===== config.mk =====
export PLATFORM = sky130hd
export DESIGN_NAME = stripe_frame_source
export DESIGN_NICKNAME = d
export VERILOG_FILES = /design/src/rtl/stripe_frame_source.sv
export SDC_FILE = /design/constraint.sdc
export NUM_CORES = 1
export LEC_CHECK = 0
export BUFFER_PORTS_ARGS = -buffer_cell sky130_fd_sc_hd__buf_2
export CORE_MARGIN = 5
export CORE_UTILIZATION = 51
export DETAILED_ROUTE_END_ITERATION = 12
export GPL_TIMING_DRIVEN = 0
export PLACE_DENSITY = 0.83
export SLEW_MARGIN = 20
export SYNTH_ARGS = -nofsm -noshare
export SYNTH_HDL_FRONTEND = slang
export SYNTH_SLANG_ARGS = --single-unit

===== constraint.sdc =====
create_clock -name clk -period 7.45 [get_ports clk]
set_input_delay 0.3725 -clock clk [delete_from_list [all_inputs] [get_ports clk]]
set_output_delay 0.3725 -clock clk [all_outputs]
set_load 0.01 [all_outputs]

===== src/rtl/stripe_frame_source.sv =====
// stripe_frame_source: synthetic raster generator of horizontal bright/dark
// bands on a valid/ready pixel stream. Stands in for the camera in simulation
// and on-board self-test.
// Optional build macro STRIPE_NOISE_EN: XORs x_data[1:0] with a 16-bit LFSR
// (taps 16,14,13,11) that is reseeded at every frame start.
//
// state  | meaning
// IDLE   | no frame in progress, waiting for start
// STREAM | presenting pixels, counters advance on each transfer
module stripe_frame_source #(
  parameter int IMG_WIDTH  = 640,
  parameter int IMG_HEIGHT = 480,
  parameter int W          = 8
) (
  input  logic         clk,
  input  logic         rst,
  input  logic         start,
  input  logic         loop,
  input  logic [7:0]   stripe_period,
  input  logic [7:0]   stripe_on,
  input  logic [W-1:0] bright_lvl,
  input  logic [W-1:0] dark_lvl,
  output logic         x_valid,
  input  logic         x_ready,
  output logic [W-1:0] x_data,
  output logic         sof,
  output logic         eol,
  output logic         busy,
  output logic         frame_done,
  output logic [7:0]   stripes_emitted
);

  localparam int CW = (IMG_WIDTH  > 1) ? $clog2(IMG_WIDTH)  : 1;
  localparam int RW = (IMG_HEIGHT > 1) ? $clog2(IMG_HEIGHT) : 1;
  localparam logic [CW-1:0] COL_LAST = CW'(IMG_WIDTH - 1);
  localparam logic [RW-1:0] ROW_LAST = RW'(IMG_HEIGHT - 1);
  localparam logic [15:0]   LFSR_SEED = 16'hACE1;

  typedef enum logic [0:0] {IDLE, STREAM} state_t;

  state_t        state_q, state_d;
  logic [CW-1:0] col_q, col_d;
  logic [RW-1:0] row_q, row_d;
  logic [7:0]    phase_q, phase_d;
  logic [7:0]    period_q, period_d;
  logic [7:0]    on_q, on_d;
  logic [W-1:0]  bright_q, bright_d;
  logic [W-1:0]  dark_q, dark_d;
  logic [7:0]    scnt_q, scnt_d;
  logic [7:0]    stripes_q, stripes_d;
  logic          done_q, done_d;
  logic [15:0]   lfsr_q, lfsr_d;

  logic          xfer;
  logic [7:0]    eff_period;
  logic [7:0]    scnt_nxt;
  logic [W-1:0]  pix;

  assign xfer       = (state_q == STREAM) && x_ready;
  assign eff_period = (period_q == 8'd0) ? 8'd1 : period_q;
  assign pix        = (phase_q < on_q) ? bright_q : dark_q;

  // State and counter registers with synchronous reset.
  always_ff @(posedge clk) begin
    if (rst) begin
      state_q   <= IDLE;
      col_q     <= '0;
      row_q     <= '0;
      phase_q   <= '0;
      period_q  <= '0;
      on_q      <= '0;
      bright_q  <= '0;
      dark_q    <= '0;
      scnt_q    <= '0;
      stripes_q <= '0;
      done_q    <= 1'b0;
      lfsr_q    <= LFSR_SEED;
    end else begin
      state_q   <= state_d;
      col_q     <= col_d;
      row_q     <= row_d;
      phase_q   <= phase_d;
      period_q  <= period_d;
      on_q      <= on_d;
      bright_q  <= bright_d;
      dark_q    <= dark_d;
      scnt_q    <= scnt_d;
      stripes_q <= stripes_d;
      done_q    <= done_d;
      lfsr_q    <= lfsr_d;
    end
  end

  // Next-state: frame start latches config, transfers walk the raster.
  always_comb begin
    state_d   = state_q;
    col_d     = col_q;
    row_d     = row_q;
    phase_d   = phase_q;
    period_d  = period_q;
    on_d      = on_q;
    bright_d  = bright_q;
    dark_d    = dark_q;
    scnt_d    = scnt_q;
    stripes_d = stripes_q;
    done_d    = 1'b0;
    lfsr_d    = lfsr_q;
    scnt_nxt  = scnt_q;

    // A bright band begins when the first pixel of a phase-0 row goes out.
    if ((col_q == '0) && (phase_q == 8'd0) && (on_q != 8'd0) && (scnt_q != 8'hFF))
      scnt_nxt = scnt_q + 8'd1;

    case (state_q)
      IDLE: begin
        if (start) begin
          state_d  = STREAM;
          col_d    = '0;
          row_d    = '0;
          phase_d  = '0;
          scnt_d   = '0;
          lfsr_d   = LFSR_SEED;
          period_d = stripe_period;
          on_d     = stripe_on;
          bright_d = bright_lvl;
          dark_d   = dark_lvl;
        end
      end
      STREAM: begin
        if (xfer) begin
          scnt_d = scnt_nxt;
          lfsr_d = {lfsr_q[14:0], lfsr_q[15] ^ lfsr_q[13] ^ lfsr_q[12] ^ lfsr_q[10]};
          if ((col_q == COL_LAST) && (row_q == ROW_LAST)) begin
            done_d    = 1'b1;
            stripes_d = scnt_nxt;
            col_d     = '0;
            row_d     = '0;
            phase_d   = '0;
            scnt_d    = '0;
            lfsr_d    = LFSR_SEED;
            if (loop) begin
              period_d = stripe_period;
              on_d     = stripe_on;
              bright_d = bright_lvl;
              dark_d   = dark_lvl;
            end else begin
              state_d = IDLE;
            end
          end else if (col_q == COL_LAST) begin
            col_d   = '0;
            row_d   = row_q + 1'b1;
            phase_d = (phase_q == eff_period - 8'd1) ? 8'd0 : phase_q + 8'd1;
          end else begin
            col_d = col_q + 1'b1;
          end
        end
      end
      default: state_d = IDLE;
    endcase
  end

  assign x_valid         = (state_q == STREAM);
  assign busy            = (state_q == STREAM);
  assign sof             = x_valid && (col_q == '0) && (row_q == '0);
  assign eol             = x_valid && (col_q == COL_LAST);
  assign frame_done      = done_q;
  assign stripes_emitted = stripes_q;

`ifdef STRIPE_NOISE_EN
  assign x_data = x_valid ? {pix[W-1:2], pix[1:0] ^ lfsr_q[1:0]} : '0;
`else
  assign x_data = x_valid ? pix : '0;
  logic unused_lfsr;
  assign unused_lfsr = ^lfsr_q;
`endif

endmodule

==> flow_summary.ini, run 1 <==
[layout]
antenna_cells = 0
num-nets-final = 616
area_delta_synth_final_pct = 16.4
fin_util_pct = 60.1
drive_gt1_share_pct = 15.1
final_area_sq_um = 4590
instances_no_fill = 671

[grt]
grt_pass1_wl_um = 16400
grt_pass1_vias = 3707
grt_overflow = 0
antenna_found_initial = 0
grt_max_degree = 14
grt_use_total_pct = 20.3

[route]
wirelength_um = 9330
drt_iter0_drc = 141
drc_errors = 0
viasPerCell = 5.51
vias = 3694
firstDrtPassIters = 4
ant_nets = 0
wire_per_inst_um = 13.9

[timing]
finalHoldViolations = 0
layout_worst_path_cycle_share_pct = 40.4
fmax_mhz = 332
setup_viol = 0
relSlewSlack_pct = 54.8
fin_skew_ps = 10.5
slew_violations = 0
fin_tns_setup_ps = 0
worst_pin_slew_ps = 676
rsz0062_at_grt = false
period_minus_slack_ps = 3010

[placement]
port_buffers = 56
dp.final_hpwl_um = 6960
placed_cells = 655
gp_congestion = 0.888
dpl-instance-area_sq_um = 4360

[cts]
clockRootBuffer = clkbuf_8
cts_sinks = 77
insertion_delay_ps = 360
postCtsHoldBufs = 0
ctsResizeCount = 0
cts_buffers = 9
htreeDepth = 3
clk_pin_slew_ps = 80
postCtsSetupRepairBufs = 0
cts_buffer_depth = 2
cts_tree = done

[critical_path]
critPathMaxStageDelay_ps = 610
path_class = register to primary output
crit_slowest_cell = a31oi_2
required_ps = 7080
path_max_fanout = 8
crit_family = compound AO/OA/AOI/OAI gates
cp_cell_sequence = ha_1 > a21o_1 > a31oi_1 > o21ai_0 > a31oi_2 > mux2i_1 > buf_2
start_kind = register
path_buf_inv = 1
cp.arrival_ps = 2640
cp-end-kind = primary output

[synth]
synth_top_area_share_pct = 39.0
synth-async-reset-ratio_pct = 0
synth.area.top_cells = dfxtp_1, nand2_1, a21oi_1
yosysTopAreaCell = dfxtp_1
post-synth-top-count-cell = nand2_1
yosysSeqAreaShare_pct = 39.0
syn_nets = 549
synth_edf_count = 0
yosysUniqueCellTypes = 52
syn-instance-count = 497
syn_area_per_cell_sq_um = 7.94
yosys_most_used_dff = dfxtp_1
yosys_warnings = 0
ys_seq_elements = 77
synth_area_sq_um = 3950
synth_commonest_cells = nand2_1, dfxtp_1, a21oi_1, nor2_1, clkbuf_1

[floorplanning]
die_area_sq_um = 9600
die_w_um = 98.0
boundaryPins = 58
placementRows = 32
start_util_pct = 51.6
core_area_sq_um = 7650
floorplan.die.height_um = 98.0

[power]
p_int_mw = 0.691
pwr-share-clk_pct = 41.3
fin_total_pwr_mw = 0.927
p_leak_nw = 1.86
pwr-share-comb_pct = 12.0
p_seq_share_pct = 46.7
p_sw_mw = 0.235
swShare_pct = 25.4
ir_drop_uv = 108
p_per_area_nw_per_um2 = 202

[min_path]
hold_path_class = input port to register

[run]
cap_violations = 0

[run_status]
status = finished clean
-- logic make-up after synthesis --
group	after synthesis	synth area share [%]
AOI/OAI and AO/OA	105	16.5
xor gates and xnor gates	25	5.90
adders and majority gates	15	4.75
buffers and inverters	45	4.85
DFF	77	39.0
muxes	10	2.54
and+or+nand+nor	220	26.4
-- metal layers --
layer	wire length, um	vias to the layer above	GRT usage [%]
li1	-	1868	-
met1	4240	1725	24.8
met3	355	24	4.86
met5	0	-	0
met4	296	0	10.1
met2	4440	77	33.2
-- cell usage in the layout, fill, tap and decap left out, types with 11 or more instances in the layout --
master,count
xnor2_1,11
nor3_1,12
ha_1,15
nor2_1,40
nand2_1,100
a31oi_1,12
o21ai_0,12
nand3_1,18
a21oi_1,45
clkbuf_1,21
inv_1,19
and3_1,11
dfxtp_1,77
xor2_1,13
buf_2,59
-- metrics by stage --
step / hold WS [ps] / setup slack, ps
finish: 252 / 4440
global route: 242 / 4240
CTS: 246 / 4430
detailed placement: 444 / 4780
global placement: 439 / 4800
floorplan: 432 / 5030
-- worst min-delay path, stage by stage --
cell and delay, ps:
buf_2 100, nand2_1 40, a21oi_1 50
-- cell type report --
| class | instances | area, sq um |
|---|---|---|
| buffer | 26 | 120 |
| sequential | 77 | 1540 |
| clock inverter | 6 | 111 |
| tap | 102 | 128 |
| clock buffer | 10 | 128 |
| inverter | 19 | 71.3 |
| multi-input combinational | 375 | 2210 |
| fill | 686 | 3050 |
| timing repair buffer | 56 | 280 |
-- registers in the layout, indices dropped and copies added, names as in the netlist --
register	cells
stripes_emitted	8
dark_q	8
row_q	9
on_q	8
frame_done	1
busy	1
period_q	8
phase_q	8
scnt_q	8
col_q	10
bright_q	8
-- power by group through the flow --
stage / Clock [mW] / Combinational [mW] / Sequential, mW
after floorplan: 0 / 0.0793 / 0.439
after global placement: 0 / 0.108 / 0.441
after detailed placement: 0 / 0.111 / 0.442
after CTS: 0.386 / 0.111 / 0.432
after global routing: 0.413 / 0.124 / 0.434
final: 0.383 / 0.112 / 0.433
-- worst paths after layout --
check / cells past startpoint / from / slack (ps) / endpoint
max: 7 / phase_q[5] / 4440 / x_data[7]
min: 3 / bright_lvl[1] / 250 / bright_q[1]
max reg2reg: 10 / period_q[2] / 4740 / phase_q[6]
min reg2reg: 2 / bright_q[0] / 460 / bright_q[0]
(Power assumes the default switching activity.)
==> inputs of run 2 (changes only) <==
- ABC_AREA: unset -> 1
- PLACE_DENSITY: 0.83 -> 0.86
- clock period: 7.45 -> 2.5 ns (I/O delays scaled with it)
==> run 2 against run 1 <==
  * Global-route usage up 0.41 points
  * Critical path type unchanged
  * Largest cell class unchanged
  * Synthesized area up 3.5%
  * Clock skew up 2.0 ps
  * Largest power group unchanged
  * First-iteration DRC count up 41%
  * Sequential share of layout area down 0.74 points
==> flow_summary.ini, run 2 <==
[timing]
period_minus_slack_ps = 2310
setup_ws_ps = 191
relSlewSlack_pct = 57.5
finalHoldViolations = 0
fin_skew_ps = 12.5
setup_viol = 0
hold_slack_ps = 27.5
worst_pin_slew_ps = 635
fin_tns_setup_ps = 0
fmax_mhz = 433
slew_violations = 0
layout_worst_path_cycle_share_pct = 92.3

[power]
p_per_area_nw_per_um2 = 584
ir_drop_uv = 292
fin_total_pwr_mw = 2.74
p_leak_nw = 2.00

[critical_path]
r2r-start = period_q[3]
crit_path_frequent_cell = a21oi_1
cp-end-kind = primary output
path_class = register to primary output
r2r_cells = 15
start_kind = register
crit_slowest_cell = dfxtp_1
ff2ff_setup_slack_ps = 320
required_ps = 2380
path_max_fanout = 10
cp.arrival_ps = 2180
r2r-end = phase_q[5]
critPathMaxStageDelay_ps = 440
cp_cell_sequence = ha_1 > a21oi_1 > o21a_1 > a21boi_4 > clkbuf_2 > o21ai_0 > a21oi_1 > buf_2

[cts]
htreeDepth = 3
cts_buffers = 9
cts_buffer_depth = 2
insertion_delay_ps = 360
cts_tree = done
postCtsSetupRepairBufs = 0
clk_pin_slew_ps = 90
cts_sinks = 77
clockRootBuffer = clkbuf_8
ctsResizeCount = 1
postCtsHoldBufs = 0

[route]
wire_per_inst_um = 13.8
firstDrtPassIters = 5
ant_nets = 0
drc_errors = 0
viasPerCell = 5.50
vias = 4067
drt_iter0_drc = 199
wirelength_um = 10200

[layout]
antenna_cells = 0
num-nets-final = 684
final_common_cell = nand2_1
fin_util_pct = 60.5
largest-register = col_q
reg_top3 = col_q (10), row_q (9)
largest_register_ffs = 10
final_cell_mix = nand2_1, dfxtp_1, inv_1
nFillCells = 698
area_delta_synth_final_pct = 15.0
drive_gt1_share_pct = 17.7

[placement]
dp.final_hpwl_um = 7880
place_ws_ps = 241
port_buffers = 57
gp_congestion = 0.882

[floorplanning]
core_area_sq_um = 7770
die_w_um = 99.5
placementRows = 32
floorplan.die.height_um = 99.5
boundaryPins = 58
start_util_pct = 52.6
die_area_sq_um = 9900

[grt]
grt_pass1_wl_um = 17000
antenna_found_initial = 0
grt_max_degree = 16
grt_use_total_pct = 20.7
grt_overflow = 0
grt_pass1_vias = 3904

[min_path]
hold_path_class = input port to register
hold-path-cell-count = 3
hold_start = dark_lvl[3]
holdPathEnd = dark_q[3]

[synth]
syn_nets = 616
yosysTopAreaCell = dfxtp_1
synth_top_area_share_pct = 37.7
synth.area.top_cells = dfxtp_1, a21oi_1, nand2_1
synth_area_sq_um = 4080
synth-async-reset-ratio_pct = 0
yosysSeqAreaShare_pct = 37.7
yosysUniqueCellTypes = 40
syn-instance-count = 564
yosys_most_used_dff = dfxtp_1
yosys_warnings = 0
ys_seq_elements = 77
synth_commonest_cells = nand2_1, dfxtp_1, inv_1, a21oi_1, nand3_1
post-synth-top-count-cell = nand2_1
syn_area_per_cell_sq_um = 7.24
synth_edf_count = 0

[run_status]
status = finished clean

[run]
cap_violations = 0
## run 2: report_power, final
group | internal (mW) | switching [mW]
Clock | 0.370 | 0.501
Combinational | 0.200 | 0.358
Sequential | 1.28 | 0.0341
Total | 1.85 | 0.894
## run 2: worst max path at each step
stage	start	end	slack, ps
2_1_floorplan	period_q[2]	phase_q[3]	590
3_3_place_gp	period_q[2]	phase_q[4]	310
3_5_place_dp	period_q[5]	phase_q[4]	240
4_1_cts	phase_q[5]	x_data[5]	40
5_1_grt	period_q[2]	phase_q[5]	-20
6_report	phase_q[5]	x_data[6]	190
## run 2: area by class of cell
class | instances | area (sq um) | share of cell area [%]
buffer | 19 | 119 | 2.53
timing repair buffer | 57 | 285 | 6.07
multi-input combinational | 392 | 2160 | 46.0
sequential | 77 | 1540 | 32.8
tap | 102 | 128 | 2.72
inverter | 76 | 285 | 6.07
clock buffer | 9 | 124 | 2.64
clock inverter | 7 | 55.1 | 1.17
## run 2: metrics by stage
stage,std cells,instance area (sq um)
after floorplan,564,4080
after global placement,723,4500
after detailed placement,723,4500
after CTS,739,4680
after global routing,739,4700
final,739,4700
## run 2: routing by layer
layer  part of all wire [%]  wire length [um]  up-vias  global-route usage [%]
met5                      0                 0        -                       0
met2                     51              5190      135                    36.3
met4                    2.1               215        0                    7.88
met1                     41              4220     1888                    24.5
li1                       -                 -     2020                       -
met3                    5.8               597       24                    4.56
## run 2: kinds of logic (layout without fill, tap and decap cells)
family                   Yosys count  in the layout  synth area share [%]
flip-flops                        77             77                  37.7
AND/OR/NAND/NOR                  222            222                  25.8
buffers and inverters             95            168                  9.86
AO/OA/AOI/OAI                    135            135                  17.7
adder cells (fa/ha/maj)           15             15                  4.60
XOR/XNOR                          20             20                  4.29
## run 2: critical path: cells and delay by family, from the launching register on
family / cells / cell delay, ps
AOI/OAI and AO/OA: 5 / 710
DFF: 1 / 440
buffers and inverters: 2 / 380
adders and majority gates: 1 / 280
==> inputs of run 3 (changes only) <==
- PLACE_DENSITY: 0.86 -> 0.78
==> run 3 against run 2 <==
  * Via count shrank 0.34%
  * Power grew 0.49%
  * Fmax grew 1.2%
  * Sequential share of layout area is essentially flat
  * Largest power group unchanged
  * Register-to-register slack lost 80 ps
  * Setup slack gained 28 ps
  * Hold slack gained 4.2 ps
  * Global-route usage grew 0.14 points
  * Cell area grew 0.16%
  * Combinational power is essentially flat
  * Non-clock buffer count is the same
  * Die area is the same
==> flow_summary.ini, run 3 (synthesis gave the netlist of run 2 again) <==
[critical_path]
start_kind = register
r2r-start = period_q[3]
required_ps = 2380
ff2ff_setup_slack_ps = 240
critPathMaxStageDelay_ps = 340
path_class = register to primary output
cp_cell_sequence = inv_1 > ha_1 > a21oi_1 > o21a_1 > a21boi_4 > clkbuf_4 > o21ai_0 > a21oi_1 > buf_2
crit_slowest_cell = dfxtp_1
r2r_cells = 17
r2r-end = phase_q[4]
path_max_fanout = 10
cp.arrival_ps = 2160
crit_path_frequent_cell = a21oi_1
cp-end-kind = primary output

[floorplanning]
placementRows = 32
core_area_sq_um = 7770
boundaryPins = 58
start_util_pct = 52.6
die_area_sq_um = 9900
floorplan.die.height_um = 99.5
die_w_um = 99.5

[route]
wire_per_inst_um = 13.9
viasPerCell = 5.48
drt_iter0_drc = 225
wirelength_um = 10300
vias = 4053
drc_errors = 0
ant_nets = 0
firstDrtPassIters = 5

[grt]
antenna_found_initial = 0
grt_pass1_vias = 3819
grt_max_degree = 15
grt_overflow = 0
grt_pass1_wl_um = 16900
grt_use_total_pct = 20.8

[power]
ir_drop_uv = 346
p_per_area_nw_per_um2 = 586
p_sw_mw = 0.882
fin_total_pwr_mw = 2.76
p_seq_share_pct = 47.6
swShare_pct = 32.0
pwr-share-comb_pct = 20.3
pwr-share-clk_pct = 32.1
p_int_mw = 1.87
p_leak_nw = 2.01

[cts]
cts_tree = done
postCtsSetupRepairBufs = 0
insertion_delay_ps = 350
cts_buffer_depth = 2
clk_pin_slew_ps = 90
ctsResizeCount = 1
cts_sinks = 77
postCtsHoldBufs = 0
cts_buffers = 9
htreeDepth = 3
clockRootBuffer = clkbuf_8

[layout]
antenna_cells = 0
largest-register = col_q
num-nets-final = 684
largest_register_ffs = 10
final_area_sq_um = 4710
nFillCells = 710
final_cell_mix = nand2_1, dfxtp_1, inv_1
area_delta_synth_final_pct = 15.2
drive_gt1_share_pct = 17.7
fin_util_pct = 60.6
reg_top3 = col_q (10), row_q (9)
final_common_cell = nand2_1
instances_no_fill = 739

[placement]
dp.final_hpwl_um = 7860
dpl-instance-area_sq_um = 4500
gp_congestion = 0.852
port_buffers = 57
placed_cells = 723

[min_path]
hold_start = bright_lvl[7]
holdPathEnd = bright_q[7]
hold-path-cell-count = 3
hold_path_class = input port to register

[run]
cap_violations = 0

[run_status]
status = finished clean

[timing]
period_minus_slack_ps = 2280
fmax_mhz = 438
layout_worst_path_cycle_share_pct = 91.2
finalHoldViolations = 0
fin_tns_setup_ps = 0
worst_pin_slew_ps = 618
slew_violations = 0
relSlewSlack_pct = 58.6
setup_viol = 0
rsz0062_at_grt = false
fin_skew_ps = 11.8
## run 3: metrics by stage
stage / setup WS (ps) / hold slack, ps
5_1_grt: 0.503 / 41.9
6_report: 219 / 31.7
2_1_floorplan: 586 / 203
3_3_place_gp: 248 / 384
3_5_place_dp: 227 / 389
4_1_cts: 41.8 / 21.5
## run 3: worst max-delay path by stage
stage,startpoint,endpoint
after global routing,period_q[3],phase_q[1]
after detailed placement,period_q[2],phase_q[4]
after CTS,phase_q[5],x_data[5]
final,on_q[7],x_data[5]
after global placement,period_q[2],phase_q[4]
after floorplan,period_q[2],phase_q[3]
## run 3: cell type report
| class | count | area (sq um) | area share, % |
|---|---|---|---|
| timing repair buffer | 57 | 285 | 6.06 |
| clock inverter | 6 | 47.5 | 1.01 |
| tap | 102 | 128 | 2.71 |
| multi-input combinational | 392 | 2160 | 45.9 |
| buffer | 19 | 121 | 2.58 |
| clock buffer | 10 | 138 | 2.92 |
| sequential | 77 | 1540 | 32.8 |
| inverter | 76 | 285 | 6.06 |
## run 3: power groups by stage
| stage | registers, mW | logic (mW) | clock network [mW] |
|---|---|---|---|
| after floorplan | 1.33 | 0.391 | 0 |
| after global placement | 1.34 | 0.525 | 0 |
| after detailed placement | 1.34 | 0.539 | 0 |
| after CTS | 1.31 | 0.543 | 0.881 |
| after global routing | 1.32 | 0.632 | 0.940 |
| final | 1.31 | 0.559 | 0.885 |
## run 3: critical path: cells and delay by family (launching register included)
family,cells,cell delay (ps)
buf+inv,3,440
fa+ha+maj,1,280
flops,1,340
compound gates,5,750
## run 3: per-layer routing
metal	GRT usage [%]	vias up	routed length, um
li1	-	2022	-
met1	25.3	1865	4360
met2	36.4	136	5060
met3	4.14	30	621
met4	7.46	0	234
met5	0	-	0
